## src/rtl/mem_access_stage.sv

```systemverilog
// MEM-stage controller: takes the EX/MEM outputs, runs the data-memory
// req/ack access, stalls upstream while it is outstanding, then loads MEM/WB.
//
// state  | meaning
// -------+-------------------------------------------------------------
// IDLE   | no access pending; ALU ops and misaligned ops retire in 1 edge
// ACCESS | request held to memory; waiting for ack or timeout
// DONE   | one cycle; retires the held instruction into MEM/WB
module mem_access_stage #(
  parameter int unsigned TIMEOUT = 255
) (
  input  logic        clk_i,
  input  logic        rst_i,
  input  logic        start_i,
  input  logic [31:0] ALU_Result_i,
  input  logic [31:0] MemWrite_Data_i,
  input  logic [4:0]  Rd_Addr_i,
  input  logic        RegWrite_i,
  input  logic        MemToReg_i,
  input  logic        MemRead_i,
  input  logic        MemWrite_i,
  output logic        mem_req_o,
  output logic        mem_we_o,
  output logic [31:0] mem_addr_o,
  output logic [31:0] mem_wdata_o,
  input  logic        mem_ack_i,
  input  logic [31:0] mem_rdata_i,
  output logic        stall_o,
  output logic [31:0] ALU_Result_o,
  output logic [31:0] Mem_Data_o,
  output logic [4:0]  Rd_Addr_o,
  output logic        RegWrite_o,
  output logic        MemToReg_o,
  output logic        err_timeout_o,
  output logic        err_misalign_o
);

  typedef enum logic [1:0] {IDLE, ACCESS, DONE} state_t;

  localparam logic [7:0] CNT_LAST = 8'(TIMEOUT - 1);

  state_t      state, state_nxt;
  logic [7:0]  cnt;
  logic        memop, aligned, issue;
  logic        ack_hit, timeout_hit;

  logic [31:0] hold_addr, hold_wdata, hold_rdata;
  logic [4:0]  hold_rd;
  logic        hold_we, hold_rw, hold_m2r, hold_to;

  assign memop       = start_i & (MemRead_i | MemWrite_i);
  assign aligned     = (ALU_Result_i[1:0] == 2'b00);
  assign issue       = (state == IDLE) & memop & aligned;
  assign ack_hit     = (state == ACCESS) & mem_ack_i;
  // ack on the last allowed cycle takes priority over the timeout
  assign timeout_hit = (state == ACCESS) & ~mem_ack_i & (cnt == CNT_LAST);

  // Moore memory interface; quiet outside ACCESS
  assign mem_req_o   = (state == ACCESS);
  assign mem_we_o    = mem_req_o & hold_we;
  assign mem_addr_o  = mem_req_o ? hold_addr : 32'h0;
  assign mem_wdata_o = mem_req_o ? hold_wdata : 32'h0;

  // stall is forced low during reset so every output drops immediately
  assign stall_o = rst_i & ((state == ACCESS) | issue);

  // state register
  always_ff @(posedge clk_i or negedge rst_i) begin
    if (!rst_i) state <= IDLE;
    else        state <= state_nxt;
  end

  // next-state logic
  always_comb begin
    state_nxt = state;
    case (state)
      IDLE:    if (issue) state_nxt = ACCESS;
      ACCESS:  if (ack_hit || timeout_hit) state_nxt = DONE;
      DONE:    state_nxt = IDLE;
      default: state_nxt = IDLE;
    endcase
  end

  // access-cycle counter
  always_ff @(posedge clk_i or negedge rst_i) begin
    if (!rst_i)                 cnt <= 8'd0;
    else if (issue)             cnt <= 8'd0;
    else if (state == ACCESS)   cnt <= cnt + 8'd1;
  end

  // hold registers for the outstanding access and its outcome
  always_ff @(posedge clk_i or negedge rst_i) begin
    if (!rst_i) begin
      hold_addr  <= 32'h0;
      hold_wdata <= 32'h0;
      hold_rdata <= 32'h0;
      hold_rd    <= 5'd0;
      hold_we    <= 1'b0;
      hold_rw    <= 1'b0;
      hold_m2r   <= 1'b0;
      hold_to    <= 1'b0;
    end else if (issue) begin
      hold_addr  <= {ALU_Result_i[31:2], 2'b00};
      hold_wdata <= MemWrite_Data_i;
      hold_rdata <= 32'h0;
      hold_rd    <= Rd_Addr_i;
      hold_we    <= MemWrite_i;
      hold_rw    <= RegWrite_i;
      hold_m2r   <= MemToReg_i;
      hold_to    <= 1'b0;
    end else if (ack_hit) begin
      hold_rdata <= hold_we ? 32'h0 : mem_rdata_i;
    end else if (timeout_hit) begin
      hold_rdata <= 32'h0;
      hold_to    <= 1'b1;
    end
  end

  // MEM/WB register
  always_ff @(posedge clk_i or negedge rst_i) begin
    if (!rst_i) begin
      ALU_Result_o <= 32'h0;
      Mem_Data_o   <= 32'h0;
      Rd_Addr_o    <= 5'd0;
      RegWrite_o   <= 1'b0;
      MemToReg_o   <= 1'b0;
    end else if (state == DONE) begin
      ALU_Result_o <= hold_addr;
      Mem_Data_o   <= hold_rdata;
      Rd_Addr_o    <= hold_rd;
      RegWrite_o   <= hold_rw & ~hold_to;
      MemToReg_o   <= hold_m2r;
    end else if (state == IDLE && start_i) begin
      if (issue) begin
        RegWrite_o <= 1'b0;
        MemToReg_o <= 1'b0;
      end else begin
        // plain ALU op, or a misaligned memop retired without a write-back
        ALU_Result_o <= ALU_Result_i;
        Mem_Data_o   <= 32'h0;
        Rd_Addr_o    <= Rd_Addr_i;
        RegWrite_o   <= RegWrite_i & ~memop;
        MemToReg_o   <= MemToReg_i;
      end
    end
  end

  // sticky error flags
  always_ff @(posedge clk_i or negedge rst_i) begin
    if (!rst_i) begin
      err_timeout_o  <= 1'b0;
      err_misalign_o <= 1'b0;
    end else begin
      if (timeout_hit)                        err_timeout_o  <= 1'b1;
      if (state == IDLE && memop && !aligned) err_misalign_o <= 1'b1;
    end
  end

endmodule

```

## config.mk

```make
export PLATFORM = sky130hd
export DESIGN_NAME = mem_access_stage
export DESIGN_NICKNAME = d
export VERILOG_FILES = /design/src/rtl/mem_access_stage.sv
export SDC_FILE = /design/constraint.sdc
export NUM_CORES = 1
export LEC_CHECK = 0
export CAP_MARGIN = 20
export CORE_UTILIZATION = 52
export CTS_BUF_LIST = sky130_fd_sc_hd__clkbuf_2
export CTS_CLUSTER_DIAMETER = 30
export CTS_CLUSTER_SIZE = 25
export DETAILED_ROUTE_END_ITERATION = 8
export PLACE_DENSITY_LB_ADDON = 0.12
export SLEW_MARGIN = 10
export SYNTH_ARGS = -nofsm -noshare
export SYNTH_HDL_FRONTEND = slang
export SYNTH_SLANG_ARGS = --single-unit
```

## constraint.sdc

```tcl
create_clock -name clk_i -period 3.12 [get_ports clk_i]
set_clock_uncertainty 0.15 [all_clocks]
set_input_delay 0.624 -clock clk_i [delete_from_list [all_inputs] [get_ports clk_i]]
set_output_delay 0.624 -clock clk_i [all_outputs]
set_load 0.03 [all_outputs]
```

==> results.cfg, run 1 <==
[synthesis]
synth.distinct_cells = 44
post_synth.cell_area_avg_um2 = 13.0
ys_seq_area_share_pct = 57.0
ys_warn_count = 0
synthCells = 628
yosys_register_bits = 186
netlist_area_um2 = 8170

[worst_setup_path]
r2r_cells = 6
r2r_end = hold_rd[1]
startpoint = state[0]
crit_type = register to output port
required_ns = 2.35
r2r_setup_slack_ns = 0.72
end_kind = output port
r2r_start = state[0]
path_max_fanout = 11
start_kind = register
crit_end = stall_o
arrival_ns = 2.32

[place]
port_buffers = 246
dp_hpwl_um = 13200
pre_cts_ws_ns = 0.113
gp_congestion = 0.772

[grt]
first_global_vias = 5898
grt_pass1_wl_um = 30600
antenna_found_initial = 1
grt-busiest-layer = met2
grt_use_total_pct = 24.5
grtUsageMet3_pct = 5.74
gr-usage-met2_pct = 40.1
grt_overflow = 0
use_met1_pct = 32.5
grt_max_degree = 87

[die]
die_x_um = 127
initial_utilization_pct = 53.5
rows = 45
dieHeight_um = 127
core_um2 = 15300
io_pins = 249
die_area_um2 = 16200

[sta]
worst_slew_pin_slew_ns = 0.993
relSlewSlack_pct = 33.1
timing.setup.tns_ns = 0
fin_crit_sh_pct = 99.2
grt_setup_unrepaired = true
finalSetupViolCount = 0
hold_viol_final = 0
max_freq_ghz = 0.323
final.setup.worst_slack_ns = 0.0256
slew_viol_final = 0
hold_ws_ns = 0.218
period_minus_slack_ns = 3.09

[detailed_routing]
drc = 0
antenna_left = 0
wire_per_inst_um = 17.7
wl_um = 19400
vias_per_cell = 5.21
drt_first_pass_iters = 4
first_iter_violations = 279
route.vias.total = 5714

[clock_tree]
cts_buffers = 17
clk_pin_slew_worst_paths_ns = 0.26
clock-sinks = 186
clock_latency_ns = 0.75
clockRootBuffer = clkbuf_2
cts_buffer_depth = 2
cts_tree = done
cts-htree-levels = 4

[layout]
seq_area_um2 = 4650
final_cell_mix = dfrtp_1, clkdlybuf4s50_1, mux2_2
nFillCells = 1077
layout.nets = 982
utilization_pct = 72.5
area_delta_synth_final_pct = 35.5
multiInputGateArea_um2 = 3190
drive_gt1_share_pct = 25.7
final_common_cell = dfrtp_1

[min_path]
hp-class = input pin to register

[power_and_ir_drop]
p_leak_nw = 5.04
powerDensity_nw_per_um2 = 570
irDropWorstVdd_uv = 340
power_w = 0.00630

[status]
status = complete, no violations

[job]
cap_violations = 0
[cell families (layout without fill, tap and decap cells)]
logic type               count (synthesis)  count (layout)  share of synthesized area, %
multiplexers                           140             140                          20.6
adder cells (fa/ha/maj)                  2               2                         0.306
AO/OA/AOI/OAI                           89              89                          8.41
XOR/XNOR                                 2               2                         0.214
buffers and inverters                   80             335                          4.63
other                                    1               4                        0.0459
AND/OR/NAND/NOR                        128             128                          8.82
flip-flops                             186             186                          57.0
[critical path, cell delays in order (launching register included)]
cell	delay (ns)
dfrtp_1	0.45
buf_6	0.15
or4_4	0.55
nor2_4	0.12
o21a_1	0.16
buf_6	0.14
[Yosys cell counts, drive strengths merged]
master	number	area share, %
a211oi	1	0.092
a21o	2	0.18
a21oi	5	0.31
a22o	32	3.4
a22oi	1	0.092
a31oi	1	0.077
and2	63	4.8
buf	21	1.9
clkbuf	24	1.1
conb	1	0.046
dfrtp	186	57
ha	2	0.31
inv	35	1.6
mux2	140	21
nand2	36	1.7
nand2b	2	0.15
nand3	1	0.061
nand3b	4	0.37
nand4	1	0.077
nand4b	1	0.11
nor2	5	0.23
nor2b	2	0.15
nor3	1	0.061
nor3b	2	0.18
nor4bb	2	0.25
o21a	2	0.18
o21ai	7	0.43
o21bai	2	0.23
o31ai	35	3.3
o41ai	1	0.11
or2	2	0.15
or3	3	0.23
or4	3	0.32
xnor2	1	0.11
xor2	1	0.11
[layout make-up]
cell class	instances	area share, %
multi-input combinational	363	28.9
antenna	2	0.0452
tap	211	2.39
clock buffer	17	0.769
clock inverter	15	1.58
inverter	35	1.19
sequential	186	42.1
timing repair buffer	268	23.1
[through the flow]
step	area [µm²]	std cells
6_report	11100	1097
5_1_grt	11100	1097
4_1_cts	11100	1092
3_5_place_dp	10900	1058
3_3_place_gp	10900	1058
2_1_floorplan	8170	629
[how the worst min path moves through the flow]
stage / from / to / slack (ns) / cells past startpoint
3_5_place_dp: err_timeout_o / err_timeout_o / 0.30 / 1
2_1_floorplan: rst_i / ALU_Result_o[0] / 0.18 / 0
3_3_place_gp: err_misalign_o / err_misalign_o / 0.30 / 2
5_1_grt: mem_rdata_i[20] / hold_rdata[20] / 0.14 / 3
6_report: mem_rdata_i[20] / hold_rdata[20] / 0.22 / 3
4_1_cts: rst_i / ALU_Result_o[22] / 0.004 / 2
[what timing repair did]
item	CTS	global route
gates cloned	0	1
setup endpoints to repair	65	64
pin swaps	1	0
gates resized for setup	66	51
setup buffers	1	0
hold endpoints to repair	100	6
hold buffers	1	1
[metal layers]
layer / wire length [µm] / up-vias
li1: - / 2660
met1: 8780 / 2871
met2: 9430 / 166
met3: 923 / 17
met4: 238 / 0
met5: 0 / -
[where the power goes]
part | switching [W] | total [W] | internal [W]
Combinational | 0.000886 | 0.00182 | 0.000930
Sequential | 0.000298 | 0.00320 | 0.00290
Clock | 0.000839 | 0.00129 | 0.000448
[flip-flops by register name, summed over array words and instances (netlist names), 2 cells and up]
signal	cells
cnt	8
ALU_Result_o	32
Rd_Addr_o	5
hold_wdata	32
hold_addr	30
state	2
hold_rdata	32
Mem_Data_o	32
hold_rd	5
(Power assumes the default switching activity.)
==> inputs of run 2 (changes only) <==
ABC_CLOCK_PERIOD_IN_PS = 3940   (was not set)
REMOVE_ABC_BUFFERS = 1   (was not set)
clock period = 3.94 ns   (was 3.12 ns; I/O delays follow)
==> run 2 against run 1 <==
Total power decreased by 22%; clock power decreased by 30%; utilization about the same; cell area about the same; sequential share of layout area about the same; sequential power decreased by 21%; global-route usage increased by 0.46 points; via count decreased by 0.25%; worst hold slack improved by 0.11 ns; routed wire length decreased by 0.44%; register-to-register slack improved by 0.44 ns; sequential cell count unchanged.
==> results.cfg, run 2 (same netlist as run 1, synthesis figures left out) <==
[status]
status = complete, no violations

[sta]
final.setup.worst_slack_ns = 0.236
worst_slew_pin_slew_ns = 0.889
timing.setup.tns_ns = 0
slew_viol_final = 0
relSlewSlack_pct = 40.7
max_freq_ghz = 0.270
period_minus_slack_ns = 3.70
finalSetupViolCount = 0
grt_setup_unrepaired = false
fin_crit_sh_pct = 94.0
hold_viol_final = 0

[layout]
area_delta_synth_final_pct = 35.5
final_cell_mix = clkdlybuf4s50_1, dfrtp_1, mux2_2
drive_gt1_share_pct = 21.9
layout.nets = 976
num_antenna_cells = 0
final_common_cell = clkdlybuf4s50_1
final_area_um2 = 11100
stdcell_count = 1089

[place]
place_area_um2 = 10800
dp_hpwl_um = 13000
dpl.cell_count = 1053
pre_cts_ws_ns = 0.627
gp_congestion = 0.801
port_buffers = 246

[worst_setup_path]
required_ns = 3.00
start_kind = register
cp_cell_sequence = nor2b_4 -> buf_12 -> and2_1 -> clkdlybuf4s50_1
arrival_ns = 2.77
critPathMaxStageDelay_ns = 0.67
cpMaxStageDelayCell = clkdlybuf4s50_1
path_max_fanout = 60
end_kind = output port
critical-path-top-delay-family = buffers and inverters
crit_type = register to output port
crit_buf_inv = 2

[detailed_routing]
drc = 0
route.vias.total = 5700
drt_first_pass_iters = 6
first_iter_violations = 236
wl_um = 19300
wire_per_inst_um = 17.7
antenna_left = 0
vias_per_cell = 5.23

[clock_tree]
cts-htree-levels = 4
clock-sinks = 186
cts_buffers = 17
clock_latency_ns = 0.73
clk_pin_slew_worst_paths_ns = 0.24
cts_buffer_depth = 2
cts_tree = done
clockRootBuffer = clkbuf_2

[grt]
grt_max_degree = 76
antenna_found_initial = 0
grt_overflow = 0
first_global_vias = 6094
grt_use_total_pct = 24.9
grt_pass1_wl_um = 31100

[power_and_ir_drop]
powerDensity_nw_per_um2 = 442
irDropWorstVdd_uv = 213
power_w = 0.00489
p_leak_nw = 4.77

[die]
dieHeight_um = 127
die_area_um2 = 16200
initial_utilization_pct = 53.5
die_x_um = 127
core_um2 = 15300
io_pins = 249
rows = 45

[min_path]
hp-class = input pin to asynchronous set/reset pin

[job]
cap_violations = 0
-- run 2: worst paths after layout --
check                               from          endpoint  slack [ns]  cells after the start
max in group asynchronous          rst_i          state[0]        2.22                      3
min in group clk_i         hold_rdata[2]     Mem_Data_o[2]        0.36                      1
min reg2reg                hold_rdata[2]     Mem_Data_o[2]        0.36                      1
max                             state[1]    mem_addr_o[21]        0.24                      4
max reg2reg                     state[1]    hold_wdata[31]        1.16                      4
min                                rst_i  ALU_Result_o[26]        0.33                      2
-- run 2: layer usage --
metal,wire length [µm],vias up,global-route usage (%)
li1,-,2641,-
met1,8260,2818,30.8
met2,9150,212,41.0
met3,1510,29,8.58
met4,360,0,8.26
met5,0,-,0
-- run 2: final cells by class --
cell class	instances	area [µm²]
inverter	35	131
timing repair buffer	262	2620
multi-input combinational	363	3190
clock inverter	13	109
clock buffer	19	95.1
sequential	186	4660
tap	211	264
fill	1056	4190
-- run 2: power breakdown --
group | internal [W] | switching, W | leakage (nW)
Clock | 0.000277 | 0.000620 | 0.130
Sequential | 0.00230 | 0.000239 | 2.33
Combinational | 0.000764 | 0.000695 | 2.31
Total | 0.00334 | 0.00155 | 4.77
-- run 2: what timing repair did --
| item | CTS | global route |
|---|---|---|
| buffers inserted | 0 | 3 |
| endpoints found under the hold margin | 34 | 0 |
| endpoints found under the setup margin | 59 | 59 |
| resized for setup | 1 | 0 |
| hold buffers | 1 | 0 |
-- run 2: per-stage QoR --
stage                     hold WS (ns)  utilization [%]
after global routing             0.273             72.5
after detailed placement         0.301             71.0
after CTS                        0.256             72.4
after global placement           0.304             71.0
final                            0.325             72.5
after floorplan                  0.315                -
==> RTL edit 1: new RTL, config.mk and constraints of run 2 <==
Put one more register stage on the output `err_misalign_o`, with the module's reset. The value now appears one clock later. The other outputs are not delayed to match.
--- a/src/rtl/mem_access_stage.sv
+++ b/src/rtl/mem_access_stage.sv
@@ -38,6 +38,8 @@
   typedef enum logic [1:0] {IDLE, ACCESS, DONE} state_t;
 
   localparam logic [7:0] CNT_LAST = 8'(TIMEOUT - 1);
+
+  logic err_misalign_s0;
 
   state_t      state, state_nxt;
   logic [7:0]  cnt;
@@ -149,10 +151,18 @@
   always_ff @(posedge clk_i or negedge rst_i) begin
     if (!rst_i) begin
       err_timeout_o  <= 1'b0;
-      err_misalign_o <= 1'b0;
+      err_misalign_s0 <= 1'b0;
     end else begin
       if (timeout_hit)                        err_timeout_o  <= 1'b1;
-      if (state == IDLE && memop && !aligned) err_misalign_o <= 1'b1;
+      if (state == IDLE && memop && !aligned) err_misalign_s0 <= 1'b1;
+    end
+  end
+
+  always_ff @(posedge clk_i or negedge rst_i) begin
+    if (!rst_i) begin
+      err_misalign_o <= '0;
+    end else begin
+      err_misalign_o <= err_misalign_s0;
     end
   end
 
Behaviour: not the same (a bounded check fails within 4 cycles, from zero or initial values and one cycle with rst_i low).
==> RTL edit 1 against run 2 <==
  * Worst setup slack worse by 53 ps
  * Largest cell class unchanged
  * Wire length is 2.4% lower
  * Area after synthesis up 0.35%
  * Register-to-register slack improved by 180 ps
  * Critical endpoint is now mem_wdata_o[2]
  * Design area up 0.58%
  * Critical path depth is the same
  * Sequential cell count grew 1
  * Total power up 2.7%
==> RTL edit 1: results (changes against run 2) <==
- The run finished with clean final reports.
- The via count of the first global-routing pass is 6099 (+0.082%).
- The sequential-cell power consumption came to 2550 uW (about the same).
- The switching share of power is 0.310 (-0.00799).
- The worst relative slew slack is 0.536 (+0.129).
- The sequential cell area fraction in the yosys report is 0.571 (+0.00105).
- The aggregate routed wire length came to 18800 um (-2.4%).
- The first element of the critical path is state[0]$_DFFE_PN0P_.
- The highest cell delay on the worst timing path is 690 ps (+20 ps).
- The share of the synthesized area in compound gates (AO/OA/AOI/OAI) came to 0.0826 (-0.00152).
- The detailed-router iteration count before antenna repair is 4 (-2).
- The clock group power is 1040 uW (+16%).
- The leakage power came to 0.00479 uW (+0.36%).
- The end of the critical path is mem_wdata_o[2].
- The routed length per placed instance was 17.3 um (-2.2%).
- The post-placement setup slack was 794 ps (+167 ps).
- The synthesized area per cell came to 13.0 um2 (+0.19%).
- The global-route wire length before repair is 30600 um (-1.8%).
- The multiplexer share of the synthesized area came to 0.206 (+0.000498).
- The post-placement cell count is 1054 (+0.095%).
- The power per unit of standard cell area is 452 nW/um2 (+2.1%).
- The post-placement cell area is 10900 um2 (+0.22%).
- After synthesis, the most frequently instantiated cells are 187 x dfrtp_1, 112 x mux2_2, 63 x and2_1, 35 x inv_1, 35 x nand2_1.
- Yosys attributes the largest share of cell area to dfrtp_1 57%, mux2_2 15%, mux2_4 5.1%.
- The share of layout cells above drive strength 1 came to 0.220 (+0.00164).
-- RTL edit 1: kinds of logic (layout without fill, tap and decap cells) --
group	count (synthesis)	in the layout
flops	187	187
mux	141	141
simple gates	128	128
compound gates	88	88
buf+inv	80	326
fa+ha+maj	2	2
xor+xnor	2	2
other cells	1	2
-- RTL edit 1: what timing repair did --
| item | in CTS | in global routing |
|---|---|---|
| endpoints found under the hold margin | 39 | 0 |
| resized for setup | 0 | 0 |
| hold buffers | 1 | 0 |
-- RTL edit 1: area by class of cell --
type,instances,share of cell area
Inverter,35,0.0118
Timing Repair Buffer,259,0.233
Tap cell,211,0.0237
Clock inverter,14,0.0160
Multi-Input combinational cell,363,0.287
Sequential cell,187,0.420
Clock buffer,18,0.00809
-- RTL edit 1: metal layers --
layer	global-route usage	routed length, um
met1	0.296	8000
met4	0.0728	206
met2	0.409	9190
met3	0.0758	1430
met5	0	0
==> RTL edit 2: new RTL, settings of run 2 <==
Without the edit above. The parameter `TIMEOUT` goes from 255 to 191.
--- a/src/rtl/mem_access_stage.sv
+++ b/src/rtl/mem_access_stage.sv
@@ -7,7 +7,7 @@
 // ACCESS | request held to memory; waiting for ack or timeout
 // DONE   | one cycle; retires the held instruction into MEM/WB
 module mem_access_stage #(
-  parameter int unsigned TIMEOUT = 255
+  parameter int unsigned TIMEOUT = 191
 ) (
   input  logic        clk_i,
   input  logic        rst_i,
Function: no difference found for any inputs over 4 cycles, from zero or initial values and one cycle with rst_i low; that may be too few to reach the edited logic, so the function may still have changed.
==> RTL edit 2 against run 2 <==
  * Register-to-register slack improved by 250 ps
  * Largest power group unchanged
  * Area after synthesis fell by 0.80%
  * Via count rose by 0.61%
  * Largest cell class unchanged
  * Sequential cell count did not move
  * Count of clock-buffer cells in the layout fell by 1
  * Critical path type unchanged
  * Worst setup slack got worse by 66 ps
  * Design area rose by 0.77%
  * Total power rose by 4.1%
  * Wire length rose by 3.0%
==> RTL edit 2: results (changes against run 2) <==
- The flow ran to the end, and the final reports show no timing, DRC or antenna violations.
- The cell count after synthesis is 629 (+0.16%).
- The total of fill cells in the finished design is 1044 (-1.1%).
- The global router's overall resource usage is 0.254 (+0.00528).
- The post-DP HPWL is 13400 um (+3.2%).
- The internal power came to 3520 uW (+5.3%).
- The global-route wire length before repair was 31800 um (+2.1%).
- The area share of buffers outside the clock network is 0.242 (+0.00493).
- The clock-pin slew reported for the worst setup and hold paths after clock tree synthesis was 260 ps (+20 ps).
- The global-route met2 utilization is 0.434 (+0.0249).
- The flip-flop and latch count is 186 (unchanged).
- The post-placement setup slack was 539 ps (-87.9 ps).
- The global routing usage on met3 was 0.0907 (+0.00483).
- The via count of the first global-routing pass is 6208 (+1.9%).
- The kind of path behind the tightest hold check is flop to flop.
- The post-placement cell area came to 10800 um2 (-0.65%).
- The power per unit of standard cell area came to 457 nW/um2 (+3.3%).
- The sequential cell area fraction in the yosys report is 0.574 (+0.00458).
- The last weighted congestion value of the routability-driven placer was 0.792 (-1.1%).
- The commonest cells after synthesis are 186 x dfrtp_1, 123 x mux2_2, 63 x and2_1, 37 x nand2_1, 36 x inv_1.
- The slack of the worst reg-to-reg path is 1410 ps (+250 ps).
- The non-clock buffer instance count of the final layout is 261 (-0.38%).
- In this run the worst setup path terminates at mem_wdata_o[0].
- The met1 usage in global routing is 0.307 (-0.000784).
- The share of layout cells above drive strength 1 came to 0.223 (+0.00456).
- The routed length per placed instance is 18.6 um (+5.2%).
- The leakage power was 0.00523 uW (+9.5%).
- The largest fanout on the critical path is 32 (-47%).
- The post-placement cell count is 1032 (-2.0%).
- The end of the worst register-to-register path is ALU_Result_o[24]$_DFFE_PN0P_.
- The via count is 5735 (+0.61%).
- The worst hold-check slack is 366 ps (+40.4 ps).
-- RTL edit 2: cell types whose count changed after synthesis, moves of 3 or more --
cell      change
mux2_2       +11
buf_1         +5
nand3_1       +3
mux2_4       -11
clkbuf_1      -8
buf_2         +3
-- RTL edit 2: logic make-up (layout without fill, tap and decap cells) --
group	after synthesis	count (layout)	share of synthesized area
flops	186	186	0.574
fa+ha+maj	2	2	0.00309
buf+inv	81	329	0.0445
simple gates	128	128	0.0886
compound gates	90	90	0.0854
other cells	1	2	0.000463
mux	140	140	0.202
xor+xnor	1	1	0.00108
-- RTL edit 2: repair_timing --
item | 4_1_cts | 5_1_grt
gates cloned | 0 | 1
hold buffers | 1 | 0
endpoints found under the hold margin | 57 | 0
endpoints found under the setup margin | 63 | 61
resized for setup | 4 | 27
-- RTL edit 2: metal layers --
layer	routed length [um]	up-vias
met5	0	-
met4	257	0
met3	1480	17
met2	9950	186
met1	8190	2885
li1	-	2647
